**src/rtl/approx_mult_pkg.sv**
```systemverilog
// Shared widths and the response record for the approximate-multiplier arbiter.
package approx_mult_pkg;
    localparam int unsigned OP_W       = 8;
    localparam int unsigned PROD_W     = 16;
    localparam int unsigned ID_MAX_W   = 3;
    // Partial products landing in columns below this are dropped by the approximate core.
    localparam int unsigned TRUNC_COLS = 4;

    typedef struct packed {
        logic [ID_MAX_W-1:0] id;
        logic [PROD_W-1:0]   z;
    } rsp_t;
endpackage

```
**src/rtl/approx_mult_arbiter_if.sv**
```systemverilog
// Request/response bundle between accelerator lanes and the shared multiplier.
interface approx_mult_arbiter_if
    import approx_mult_pkg::*;
#(
    parameter int unsigned N   = 4,
    parameter int unsigned IDW = 2
) ();
    logic [N-1:0]      req_valid;
    logic [N-1:0]      req_ready;
    logic [N*OP_W-1:0] req_x;
    logic [N*OP_W-1:0] req_y;
    logic              cfg_exact;
    logic              rsp_valid;
    logic              rsp_ready;
    logic [IDW-1:0]    rsp_id;
    logic [PROD_W-1:0] rsp_z;
    logic              busy;

    modport master (
        output req_valid, req_x, req_y, cfg_exact, rsp_ready,
        input  req_ready, rsp_valid, rsp_id, rsp_z, busy
    );

    modport slave (
        input  req_valid, req_x, req_y, cfg_exact, rsp_ready,
        output req_ready, rsp_valid, rsp_id, rsp_z, busy
    );
endinterface

```
**src/rtl/approx_mul_core.sv**
```systemverilog
// Truncated-array approximate multiplier: partial products in the low TRUNC_COLS columns are dropped.
module approx_mul_core
    import approx_mult_pkg::*;
(
    input  logic [OP_W-1:0]   i_x,
    input  logic [OP_W-1:0]   i_y,
    output logic [PROD_W-1:0] o_z
);
    localparam logic [PROD_W-1:0] ROW_MASK = {{(PROD_W-TRUNC_COLS){1'b1}}, {TRUNC_COLS{1'b0}}};

    logic [PROD_W-1:0] w_row;

    always_comb begin
        o_z   = '0;
        w_row = '0;
        for (int unsigned j = 0; j < OP_W; j++) begin
            w_row = i_y[j] ? (PROD_W'(i_x) << j) : '0;
            o_z   = o_z + (w_row & ROW_MASK);
        end
    end
endmodule

```
**src/rtl/approx_mult_arbiter.sv**
```systemverilog
// Round-robin share of one 8x8 multiplier: credit-limited grants, 2-stage pipe, show-ahead output FIFO.
module approx_mult_arbiter
    import approx_mult_pkg::*;
#(
    parameter int unsigned N     = 4,
    parameter int unsigned IDW   = 2,
    parameter int unsigned DEPTH = 4
) (
    input  logic               clk,
    input  logic               rst,
    approx_mult_arbiter_if.slave bus
);
    localparam int unsigned    CW      = $clog2(DEPTH + 1);
    localparam int unsigned    AW      = $clog2(DEPTH);
    localparam logic [CW-1:0]  CNT_MAX = CW'(DEPTH);
    localparam logic [IDW-1:0] LAST_ID = IDW'(N - 1);

    logic [CW-1:0]     r_cnt;
    logic [IDW-1:0]    r_ptr;
    logic [N-1:0]      w_grant;
    logic [IDW-1:0]    w_win;
    logic [IDW-1:0]    w_idx;
    logic              w_found;
    logic [OP_W-1:0]   w_x;
    logic [OP_W-1:0]   w_y;

    logic              r_v1;
    logic [OP_W-1:0]   r_x1;
    logic [OP_W-1:0]   r_y1;
    logic [IDW-1:0]    r_id1;
    logic              r_ex1;
    logic              r_v2;
    logic [IDW-1:0]    r_id2;
    logic [PROD_W-1:0] r_z2;
    logic [PROD_W-1:0] w_approx;
    logic [PROD_W-1:0] w_exact;

    rsp_t              r_mem [DEPTH];
    logic [AW-1:0]     r_wr;
    logic [AW-1:0]     r_rd;
    logic [CW-1:0]     r_fcnt;
    rsp_t              w_s2;
    rsp_t              w_head;
    logic              w_fempty;
    logic              w_rvalid;
    logic              w_pop;
    logic              w_push;
    logic              w_fpop;

    // Search starts at r_ptr; grants are withheld once every FIFO slot is promised.
    always_comb begin
        w_grant = '0;
        w_win   = '0;
        w_idx   = '0;
        w_found = 1'b0;
        if (!rst && (r_cnt < CNT_MAX)) begin
            for (int unsigned k = 0; k < N; k++) begin
                w_idx = IDW'((32'(r_ptr) + k) % N);
                if (!w_found && bus.req_valid[w_idx]) begin
                    w_found = 1'b1;
                    w_win   = w_idx;
                end
            end
        end
        if (w_found) w_grant[w_win] = 1'b1;
    end

    assign bus.req_ready = w_grant;
    assign w_x = bus.req_x[w_win*OP_W +: OP_W];
    assign w_y = bus.req_y[w_win*OP_W +: OP_W];

    always_ff @(posedge clk or posedge rst) begin
        if (rst) begin
            r_ptr <= '0;
            r_v1  <= 1'b0;
            r_x1  <= '0;
            r_y1  <= '0;
            r_id1 <= '0;
            r_ex1 <= 1'b0;
        end else begin
            r_v1 <= w_found;
            if (w_found) begin
                r_ptr <= (w_win == LAST_ID) ? '0 : w_win + 1'b1;
                r_x1  <= w_x;
                r_y1  <= w_y;
                r_id1 <= w_win;
                r_ex1 <= bus.cfg_exact;
            end
        end
    end

    approx_mul_core u_core (
        .i_x (r_x1),
        .i_y (r_y1),
        .o_z (w_approx)
    );

    assign w_exact = PROD_W'(r_x1) * PROD_W'(r_y1);

    always_ff @(posedge clk or posedge rst) begin
        if (rst) begin
            r_v2  <= 1'b0;
            r_id2 <= '0;
            r_z2  <= '0;
        end else begin
            r_v2 <= r_v1;
            if (r_v1) begin
                r_id2 <= r_id1;
                r_z2  <= r_ex1 ? w_exact : w_approx;
            end
        end
    end

    // With the FIFO empty, S2 is presented directly; it is only stored if not taken this cycle.
    assign w_s2     = {ID_MAX_W'(r_id2), r_z2};
    assign w_fempty = (r_fcnt == '0);
    assign w_head   = w_fempty ? w_s2 : r_mem[r_rd];
    assign w_rvalid = !w_fempty || r_v2;
    assign w_pop    = w_rvalid && bus.rsp_ready;
    assign w_push   = r_v2 && !(w_fempty && w_pop);
    assign w_fpop   = w_pop && !w_fempty;

    assign bus.rsp_valid = w_rvalid;
    assign bus.rsp_id    = IDW'(w_head.id);
    assign bus.rsp_z     = w_head.z;
    assign bus.busy      = (r_cnt != '0);

    always_ff @(posedge clk) begin
        if (w_push) r_mem[r_wr] <= w_s2;
    end

    always_ff @(posedge clk or posedge rst) begin
        if (rst) begin
            r_wr   <= '0;
            r_rd   <= '0;
            r_fcnt <= '0;
            r_cnt  <= '0;
        end else begin
            if (w_push) r_wr <= r_wr + 1'b1;
            if (w_fpop) r_rd <= r_rd + 1'b1;
            r_fcnt <= r_fcnt + CW'(w_push) - CW'(w_fpop);
            r_cnt  <= r_cnt + CW'(w_found) - CW'(w_pop);
        end
    end
endmodule
```
**src/flat_wrapper.sv**
```systemverilog
// flat-port wrapper written by rule: the top's interface ports become plain ports
module approx_mult_arbiter_flat import approx_mult_pkg::*;
#(
    parameter int unsigned N     = 4,
    parameter int unsigned IDW   = 2,
    parameter int unsigned DEPTH = 4
)
  (clk, rst, bus_req_valid, bus_req_x, bus_req_y, bus_cfg_exact, bus_rsp_ready, bus_req_ready, bus_rsp_valid, bus_rsp_id, bus_rsp_z, bus_busy);
  approx_mult_arbiter_if #(.N(N), .IDW(IDW)) bus_i ();
  input  logic clk;
  input  logic rst;
  input wire logic [$bits(bus_i.req_valid)-1:0] bus_req_valid;
  input wire logic [$bits(bus_i.req_x)-1:0] bus_req_x;
  input wire logic [$bits(bus_i.req_y)-1:0] bus_req_y;
  input wire logic [$bits(bus_i.cfg_exact)-1:0] bus_cfg_exact;
  input wire logic [$bits(bus_i.rsp_ready)-1:0] bus_rsp_ready;
  output wire logic [$bits(bus_i.req_ready)-1:0] bus_req_ready;
  output wire logic [$bits(bus_i.rsp_valid)-1:0] bus_rsp_valid;
  output wire logic [$bits(bus_i.rsp_id)-1:0] bus_rsp_id;
  output wire logic [$bits(bus_i.rsp_z)-1:0] bus_rsp_z;
  output wire logic [$bits(bus_i.busy)-1:0] bus_busy;
  assign bus_i.req_valid = bus_req_valid;
  assign bus_i.req_x = bus_req_x;
  assign bus_i.req_y = bus_req_y;
  assign bus_i.cfg_exact = bus_cfg_exact;
  assign bus_i.rsp_ready = bus_rsp_ready;
  assign bus_req_ready = bus_i.req_ready;
  assign bus_rsp_valid = bus_i.rsp_valid;
  assign bus_rsp_id = bus_i.rsp_id;
  assign bus_rsp_z = bus_i.rsp_z;
  assign bus_busy = bus_i.busy;
  approx_mult_arbiter #(.N(N), .IDW(IDW), .DEPTH(DEPTH)) u_core (.clk(clk), .rst(rst), .bus(bus_i));
endmodule
```
**config.mk**
```make
export PLATFORM = sky130hd
export DESIGN_NAME = approx_mult_arbiter_flat
export DESIGN_NICKNAME = d
export VERILOG_FILES = /design/src/rtl/approx_mult_pkg.sv /design/src/rtl/approx_mult_arbiter_if.sv /design/src/rtl/approx_mul_core.sv /design/src/rtl/approx_mult_arbiter.sv /design/src/flat_wrapper.sv
export SDC_FILE = /design/constraint.sdc
export NUM_CORES = 1
export LEC_CHECK = 0
export BUFFER_PORTS_ARGS = -buffer_cell sky130_fd_sc_hd__buf_4
export CAP_MARGIN = 10
export CORE_ASPECT_RATIO = 1.5
export CORE_UTILIZATION = 50
export CTS_CLUSTER_DIAMETER = 40
export DETAILED_ROUTE_END_ITERATION = 10
export GPL_ROUTABILITY_DRIVEN = 0
export PLACE_DENSITY = 0.69
export SLEW_MARGIN = 5
export SYNTH_ARGS = -nofsm -noshare
export SYNTH_HDL_FRONTEND = slang
export SYNTH_HIERARCHICAL = 1
export SYNTH_SLANG_ARGS = --single-unit
```
**constraint.sdc**
```tcl
create_clock -name clk -period 5.74 [get_ports clk]
set_clock_uncertainty 0.2 [all_clocks]
set_input_delay 0.287 -clock clk [delete_from_list [all_inputs] [get_ports clk]]
set_output_delay 0.287 -clock clk [all_outputs]
set_load 0.005 [all_outputs]
```
==> results of run 1 <==
## per-stage QoR
step                      cells  setup slack (ns)
after CTS                  1216             0.781
after detailed placement   1165             0.808
final                      1216             0.799
after global placement     1165             0.833
after floorplan             840              1.26
after global routing       1216             0.557
## layer usage
metal,part of all wire,routed length [um],vias to the layer above,global-route usage
met5,0,0,-,0
met4,0.021,414,0,0.0858
met3,0.034,676,31,0.0271
met2,0.54,10700,162,0.418
met1,0.40,8020,3102,0.253
li1,-,-,3061,-
## state kept, by name, indices dropped and copies added (netlist names), 2 cells and up
register / count
u_core/r_fcnt: 3
u_core/r_cnt: 3
u_core/r_z2: 16
u_core/r_ptr: 2
u_core/r_mem: 72
u_core/r_wr: 2
u_core/r_id2: 2
u_core/r_y1: 8
u_core/r_x1: 8
u_core/r_rd: 2
u_core/r_id1: 2
## path summary, 6_finish.rpt
path,from,to,slack [ns]
max,u_core/r_x1[7],u_core/r_z2[13],0.80
min,bus_req_y[23],u_core/r_y1[7],0.005
max reg2reg,u_core/r_x1[7],u_core/r_z2[13],0.80
min reg2reg,u_core/r_id1[1],u_core/r_id1[1],0.28
max in group asynchronous,rst,u_core/r_z2[1],4.44
min in group asynchronous,rst,u_core/r_x1[6],0.44
## worst register-to-register path, cell delays in order (launching register included)
cell and delay [ns]:
dfrtp_1 0.59, and2_1 0.30, fa_1 0.52, fa_1 0.52
fa_1 0.53, fa_1 0.50, ha_1 0.27, fa_1 0.42
a21o_2 0.21, a21oi_2 0.21, o21ai_0 0.14, xor2_1 0.16
a21oi_1 0.15, o21ai_0 0.10
## area by class of cell
type	instances	share of cell area
sequential	123	0.311
timing repair buffer	121	0.0865
tap	248	0.0281
multi-input combinational	594	0.487
inverter	98	0.0333
clock inverter	14	0.0155
clock buffer	18	0.0388
## logic make-up after synthesis
family	after synthesis	share of synthesized area
adders and majority gates	144	0.251
and+or+nand+nor	272	0.147
buffers and inverters	123	0.0575
DFF	123	0.368
muxes	60	0.0887
AOI/OAI and AO/OA	92	0.0666
other	1	0.000402
xor gates and xnor gates	22	0.0206
## placed cells by master (no fill, tap or decap), types with 3 or more instances in the layout
cell           synthesis  layout
a21o_1                 4       4
a21oi_1               29      29
and2_1               101     101
buf_4                  4     102
bufinv_16              0       3
clkbuf_16              0      17
clkinv_2               0       4
clkinv_4               0       3
conb_1                 1       4
dfrtp_1               51      51
dlygate4sd3_1          0      19
edfxtp_1              72      72
fa_1                  72      72
ha_1                  72      72
inv_1                 96      95
inv_2                  2       3
mux2i_1               40      40
mux4_2                18      18
nand2_1              117     117
nand2b_1               6       6
nor2_1                20      20
nor2b_1                9       9
nor3_1                 4       4
o211ai_1               3       3
o21a_1                 5       5
o21ai_0               13      13
o21ai_1                3       3
o221ai_1              18      18
xnor2_1               16      16
xor2_1                 6       6
==> flow_metrics.py, run 1 <==
metrics = {
    "critical_path": {
        "cpMostUsedCell": "fa_1",
        "crit_family": "adder cells",
        "worstSetupPathType": "register to register",
        "crit_slowest_cell": "dfrtp_1",
        "worstPathCellList": "and2_1, fa_1, fa_1, fa_1, fa_1, ha_1, fa_1, a21o_2, a21oi_2, o21ai_0, xor2_1, a21oi_1, o21ai_0",
        "startpoint_type": "register",
        "worstPathArrival_ns": 5.01,
        "r2r_cells": 13,
        "crit_path_end_kind": "register",
        "crit_buf_inv": 0,
        "slowest_delay_ns": 0.59,
        "crit_cells": 13,
        "worstPathRequired_ns": 5.81,
        "crit_path_max_fanout": 17,
    },
    "clock_network": {
        "cts_setup_buffers": 0,
        "post_cts_resized": 0,
        "ctsHoldBuffers": 19,
        "clock-sinks": 123,
        "path_clk_slew_ns": 0.06,
        "cts_buffers": 17,
        "clock_latency_ns": 0.41,
        "clk_path_buf_depth": 2,
        "clockRootBuffer": "clkbuf_16",
        "h-tree-depth": 4,
        "tritoncts": "yes",
    },
    "timing": {
        "post-route-period-util": 0.861,
        "finalCriticalPeriod_ns": 4.94,
        "hold_violations": 0,
        "fin_tns_setup_ns": 0,
        "whs_ns": 0.00482,
        "fmax_mhz": 202,
        "finalSetupViolations": 0,
        "rsz0062_at_grt": "no",
        "relSlewSlack": 0.339,
        "slew_violations": 0,
        "tightest_slew_ns": 0.991,
    },
    "floorplan": {
        "start_util": 0.516,
        "die_height_um": 169,
        "ios": 96,
        "die_width_um": 114,
        "placementRows": 60,
        "dieArea_sq_um": 19200,
        "core_sq_um": 18100,
    },
    "min_path": {
        "holdPathStages": 3,
        "hold_class": "input pin to register",
    },
    "yosys": {
        "yosys_warnings": 6,
        "synth-edff-count": 72,
        "synth_area_sq_um": 9340,
        "synth_top_area_frac": 0.232,
        "yosys-top-cells-count": "nand2_1 (117), and2_1 (101), inv_1 (96)",
        "postSynthCellCount": 837,
        "synth_top_cell_by_area": "edfxtp_1",
        "ys_ff_latch": 123,
        "synth_flop_cell": "edfxtp_1",
        "synth_cell_types": 56,
        "synth_area_leaders": "edfxtp_1 (23%), fa_1 (15%), dfrtp_1 (14%)",
        "ys_async_sr_fraction": 0.415,
        "post-synth-top-count-cell": "nand2_1",
        "ys_seq_area_frac": 0.368,
        "avgSynthCellArea_sq_um": 11.2,
    },
    "cells_and_area": {
        "drive_above_1_share": 0.170,
        "final_area_sq_um": 11100,
        "fillers": 1485,
        "diodes": 0,
        "multiInputGateArea_sq_um": 5380,
        "area_growth_pct": 18.4,
        "regArea_sq_um": 3440,
        "fin_util": 0.611,
        "fin_nets": 1171,
    },
    "grt": {
        "grt-ovfl-total": 0,
        "antenna_found_initial": 0,
        "grt_usage": 0.222,
        "grt_pass1_vias": 6765,
        "grt_pass1_wl_mm": 33.0,
        "grt_max_degree": 52,
    },
    "routing": {
        "drt-vias-per-instance": 5.23,
        "wl_mm": 19.8,
        "route.detailed.drc": 0,
        "firstDrtPassIters": 4,
        "ant_nets": 0,
        "vias": 6356,
        "drt_iter0_drc": 231,
        "wire_per_inst_um": 16.3,
    },
    "run": {
        "maxCapViolCount": 0,
    },
    "outcome": {
        "run_status": "completed",
    },
    "place": {
        "placed_cell_area_sq_um": 10300,
        "io_buffers": 95,
        "dp_hpwl_mm": 14.3,
    },
}
Power of run 1 is not shown: default switching activity piles up to over one toggle a cycle in this logic, so the estimate is an artifact.
==> inputs of run 2 (changes only) <==
Settings changed: ABC_AREA from default to 1.
==> flow_metrics.py, run 2 <==
metrics = {
    "routing": {
        "route.detailed.drc": 0,
        "vias": 8000,
        "drt_iter0_drc": 451,
        "drt-vias-per-instance": 5.06,
        "wl_mm": 22.2,
        "ant_nets": 0,
        "wire_per_inst_um": 14.0,
        "firstDrtPassIters": 8,
    },
    "floorplan": {
        "start_util": 0.515,
        "dieArea_sq_um": 20500,
        "ios": 96,
        "core_sq_um": 19300,
        "placementRows": 62,
        "die_width_um": 117,
        "die_height_um": 175,
    },
    "timing": {
        "slew_violations": 0,
        "rsz0062_at_grt": "no",
        "fin_tns_setup_ns": 0,
        "finalSetupViolations": 0,
        "hold_violations": 0,
        "fmax_mhz": 204,
        "finalCriticalPeriod_ns": 4.90,
        "post-route-period-util": 0.854,
        "tightest_slew_ns": 1.11,
        "relSlewSlack": 0.261,
    },
    "min_path": {
        "holdPathStages": 5,
        "hold_class": "input pin to register",
        "min_from": "bus_req_y[0]",
        "whs_endpoint": "u_core/r_y1[0]",
    },
    "critical_path": {
        "cpMostUsedCell": "fa_1",
        "crit_path_max_fanout": 17,
        "worstPathRequired_ns": 5.81,
        "worstSetupPathType": "register to register",
        "r2r-end": "u_core/r_z2[10]",
        "worstPathArrival_ns": 4.97,
        "r2r_slack_ns": 0.84,
        "r2r_cells": 15,
        "startpoint_type": "register",
        "slowest_delay_ns": 0.67,
        "crit_buf_inv": 3,
        "crit_family": "adder cells",
        "r2r-start": "u_core/r_y1[7]",
        "crit_slowest_cell": "dfrtp_1",
        "crit_path_end_kind": "register",
        "worstPathCellList": "nand2_1, fa_1, fa_1, inv_1, fa_1, inv_1, fa_1, inv_1, ha_1, a21oi_1, a21boi_0, o21ai_0, xor2_1, o21ai_0, o21ai_0",
    },
    "yosys": {
        "ys_ff_latch": 123,
        "postSynthCellCount": 1231,
        "avgSynthCellArea_sq_um": 8.09,
        "yosys_warnings": 6,
        "synth-edff-count": 72,
        "yosys-top-cells-count": "nand2_1 (310), inv_1 (238), nor2_1 (90)",
        "synth_area_sq_um": 9960,
        "ys_seq_area_frac": 0.345,
        "post-synth-top-count-cell": "nand2_1",
        "synth_area_leaders": "edfxtp_1 (22%), fa_1 (14%), dfrtp_1 (13%)",
        "synth_flop_cell": "edfxtp_1",
        "synth_top_cell_by_area": "edfxtp_1",
        "ys_async_sr_fraction": 0.415,
        "synth_top_area_frac": 0.217,
        "synth_cell_types": 41,
    },
    "clock_network": {
        "path_clk_slew_ns": 0.06,
        "clk_path_buf_depth": 2,
        "cts_buffers": 17,
        "clock-sinks": 123,
        "cts_setup_buffers": 0,
        "clockRootBuffer": "clkbuf_16",
        "clock_latency_ns": 0.42,
        "h-tree-depth": 4,
        "tritoncts": "yes",
    },
    "cells_and_area": {
        "fin_nets": 1528,
        "final_common_cell": "nand2_1",
        "reg.largest.list": "u_core/r_mem (72), u_core/r_z2 (16)",
        "area_growth_pct": 16.0,
        "largest-register": "u_core/r_mem",
        "layout_common_cells": "nand2_1 (310), inv_1 (237), buf_4 (102)",
        "diodes": 0,
        "largest_register_ffs": 72,
        "drive_above_1_share": 0.117,
    },
    "place": {
        "io_buffers": 95,
        "dp_hpwl_mm": 16.3,
    },
    "grt": {
        "grt-ovfl-total": 0,
        "grt_pass1_vias": 8073,
        "grt_usage": 0.233,
        "grt_max_degree": 42,
        "antenna_found_initial": 0,
        "grt_pass1_wl_mm": 37.1,
    },
    "run": {
        "maxCapViolCount": 0,
    },
    "outcome": {
        "run_status": "completed",
    },
}
run 2: cell families after synthesis:
kind of cell | Yosys count | synth area share
DFF | 123 | 0.345
adders and majority gates | 144 | 0.235
xor gates and xnor gates | 17 | 0.0150
other | 1 | 0.000377
and+or+nand+nor | 515 | 0.214
buffers and inverters | 308 | 0.122
AOI/OAI and AO/OA | 123 | 0.0677
run 2: how the worst max path moves through the flow:
stage               slack, ns  cells after the start              end             from
floorplan                1.19                     16  u_core/r_z2[10]   u_core/r_x1[0]
global placement         0.97                     15  u_core/r_z2[10]   u_core/r_y1[7]
detailed placement       0.86                     15  u_core/r_z2[10]   u_core/r_y1[7]
CTS                      0.84                     15  u_core/r_z2[10]   u_core/r_y1[7]
global route             0.47                     15   u_core/r_x1[5]  u_core/r_ptr[0]
finish                   0.84                     15  u_core/r_z2[10]   u_core/r_y1[7]
run 2: timing repair:
item / 4_1_cts / 5_1_grt
resized for setup: 0 / 0
setup endpoints to repair: 0 / 0
hold buffers: 21 / 0
hold endpoints to repair: 32 / 0
run 2: tightest hold or removal path: stages:
cell and delay, ns:
buf_4 0.07, nand2_1 0.04, nand3_1 0.06, nand3_1 0.07
nand2_1 0.05
run 2: per-layer routing:
layer / vias up / part of all wire / GRT usage / wire [um]
met1: 3749 / 0.41 / 0.262 / 9030
met4: 0 / 0.027 / 0.0912 / 603
met5: - / 0 / 0 / 0
met2: 243 / 0.52 / 0.429 / 11600
met3: 43 / 0.041 / 0.0368 / 909
li1: 3965 / - / - / -
run 2: cell type report:
cell class                 count  area [sq um]
fill                        1689          7760
multi-input combinational    803          5310
sequential                   123          3440
timing repair buffer         123           976
inverter                     244           916
clock buffer                  18           439
tap                          256           320
clock inverter                14           150
run 2: per-stage QoR:
stage               instance area [sq um]  worst slack [ns]  hold slack [ns]  cells  utilization
finish                              11600             0.837          0.00273   1581        0.598
global route                        11600             0.474          0.00503   1581        0.598
CTS                                 11600             0.842          0.00167   1581        0.598
detailed placement                  10800             0.858            0.146   1528        0.557
global placement                    10800             0.973            0.145   1528        0.557
floorplan                            9970              1.19            0.179   1234            -
Power of run 2 is left out for the same reason.
==> inputs of run 3 (changes only) <==
==> constraint.sdc (replaced) <==
create_clock -name clk -period 5.74 [get_ports clk]
set_clock_uncertainty 0.2 [all_clocks]
set_input_delay 0.861 -clock clk [delete_from_list [all_inputs] [get_ports clk]]
set_output_delay 0.861 -clock clk [all_outputs]
set_load 0.005 [all_outputs]
==> flow_metrics.py, run 3 (synthesis results as in run 2) <==
metrics = {
    "outcome": {
        "run_status": "completed",
    },
    "routing": {
        "firstDrtPassIters": 5,
        "wire_per_inst_um": 14.1,
        "drt-vias-per-instance": 5.03,
        "route.detailed.drc": 0,
        "wl_mm": 22.1,
        "ant_nets": 0,
        "drt_iter0_drc": 468,
        "vias": 7859,
    },
    "timing": {
        "finalSetupViolations": 0,
        "slew_violations": 0,
        "finalCriticalPeriod_ns": 4.91,
        "rsz0062_at_grt": "no",
        "fmax_mhz": 204,
        "fin_tns_setup_ns": 0,
        "relSlewSlack": 0.271,
        "post-route-period-util": 0.856,
        "tightest_slew_ns": 1.09,
        "hold_violations": 0,
    },
    "grt": {
        "grt-ovfl-total": 0,
        "antenna_found_initial": 0,
        "grt_max_degree": 50,
        "grt_pass1_wl_mm": 37.0,
        "grt_pass1_vias": 7875,
        "grt_usage": 0.233,
    },
    "critical_path": {
        "worstSetupPathType": "register to register",
        "startpoint_type": "register",
        "worstPathArrival_ns": 5.01,
        "crit_path_max_fanout": 17,
        "crit_path_end_kind": "register",
        "worstPathRequired_ns": 5.84,
    },
    "cells_and_area": {
        "diodes": 0,
        "final_common_cell": "nand2_1",
        "largest_register_ffs": 72,
        "layout_common_cells": "nand2_1 (310), inv_1 (237), buf_4 (104)",
        "drive_above_1_share": 0.119,
        "area_growth_pct": 14.0,
        "fin_nets": 1509,
        "reg.largest.list": "u_core/r_mem (72), u_core/r_z2 (16)",
        "largest-register": "u_core/r_mem",
    },
    "place": {
        "io_buffers": 95,
        "dp_hpwl_mm": 16.4,
    },
    "clock_network": {
        "h-tree-depth": 4,
        "clock-sinks": 123,
        "cts_buffers": 17,
        "post_cts_resized": 0,
        "clockRootBuffer": "clkbuf_16",
        "path_clk_slew_ns": 0.06,
        "ctsHoldBuffers": 0,
        "clock_latency_ns": 0.41,
        "tritoncts": "yes",
        "clk_path_buf_depth": 2,
        "cts_setup_buffers": 0,
    },
    "floorplan": {
        "ios": 96,
        "die_width_um": 117,
        "start_util": 0.515,
        "placementRows": 62,
        "core_sq_um": 19300,
        "dieArea_sq_um": 20500,
        "die_height_um": 175,
    },
    "run": {
        "maxCapViolCount": 0,
    },
    "min_path": {
        "hold_class": "input pin to asynchronous set/reset pin",
    },
}
## run 3: cell types whose count changed in the layout (fill, tap and decap cells not counted), sizes merged
cell / change
buf: +2
dlygate4sd3: -21
clkinv: -2
inv: -1
bufinv: +1
clkinvlp: +2
## run 3: layout make-up
class                      instances  area (sq um)
fill                            1748          7960
multi-input combinational        803          5310
sequential                       123          3440
inverter                         244           916
timing repair buffer             104           781
clock buffer                      18           429
tap                              256           320
clock inverter                    14           158
## run 3: critical path, stage by stage (launching register included)
cell and delay, ns:
dfrtp_1 0.74, nand2_1 0.19, fa_1 0.54, fa_1 0.50
inv_1 0.06, fa_1 0.52, inv_1 0.05, fa_1 0.53
inv_1 0.04, ha_1 0.34, nand2_1 0.11, inv_1 0.05
a21boi_0 0.28, o21ai_0 0.22, nand2_1 0.12, nand2_1 0.05
nand2_1 0.06, nand3_1 0.07, nand2_1 0.09, nand2_1 0.04
## run 3: final timing paths
path,from,to,slack (ns),depth (start not counted)
min in group clk,u_core/r_cnt[0],u_core/r_cnt[0],0.31,1
min,rst,u_core/r_ptr[1],0.11,2
min reg2reg,u_core/r_cnt[0],u_core/r_cnt[0],0.31,1
max reg2reg,u_core/r_y1[4],u_core/r_z2[13],0.83,19
max,u_core/r_y1[4],u_core/r_z2[13],0.83,19
max in group asynchronous,rst,u_core/r_z2[11],4.44,3
## run 3: routing by layer
layer  GRT usage  vias up  part of all wire
met3      0.0336       36             0.036
li1            -     3931                 -
met4      0.0844        0             0.024
met5           0        -                 0
met1       0.265     3665              0.41
met2       0.432      227              0.53
## run 3: stage by stage
step	utilization	std cells	setup slack (ns)	cell area (sq um)	hold WS, ns
floorplan	-	1234	1.19	9970	0.179
global placement	0.558	1530	0.981	10800	0.281
detailed placement	0.558	1530	0.837	10800	0.299
CTS	0.588	1562	0.840	11400	0.0902
global route	0.588	1562	0.523	11400	0.0877
finish	0.588	1562	0.827	11400	0.105
Power of run 3 is left out for the same reason.
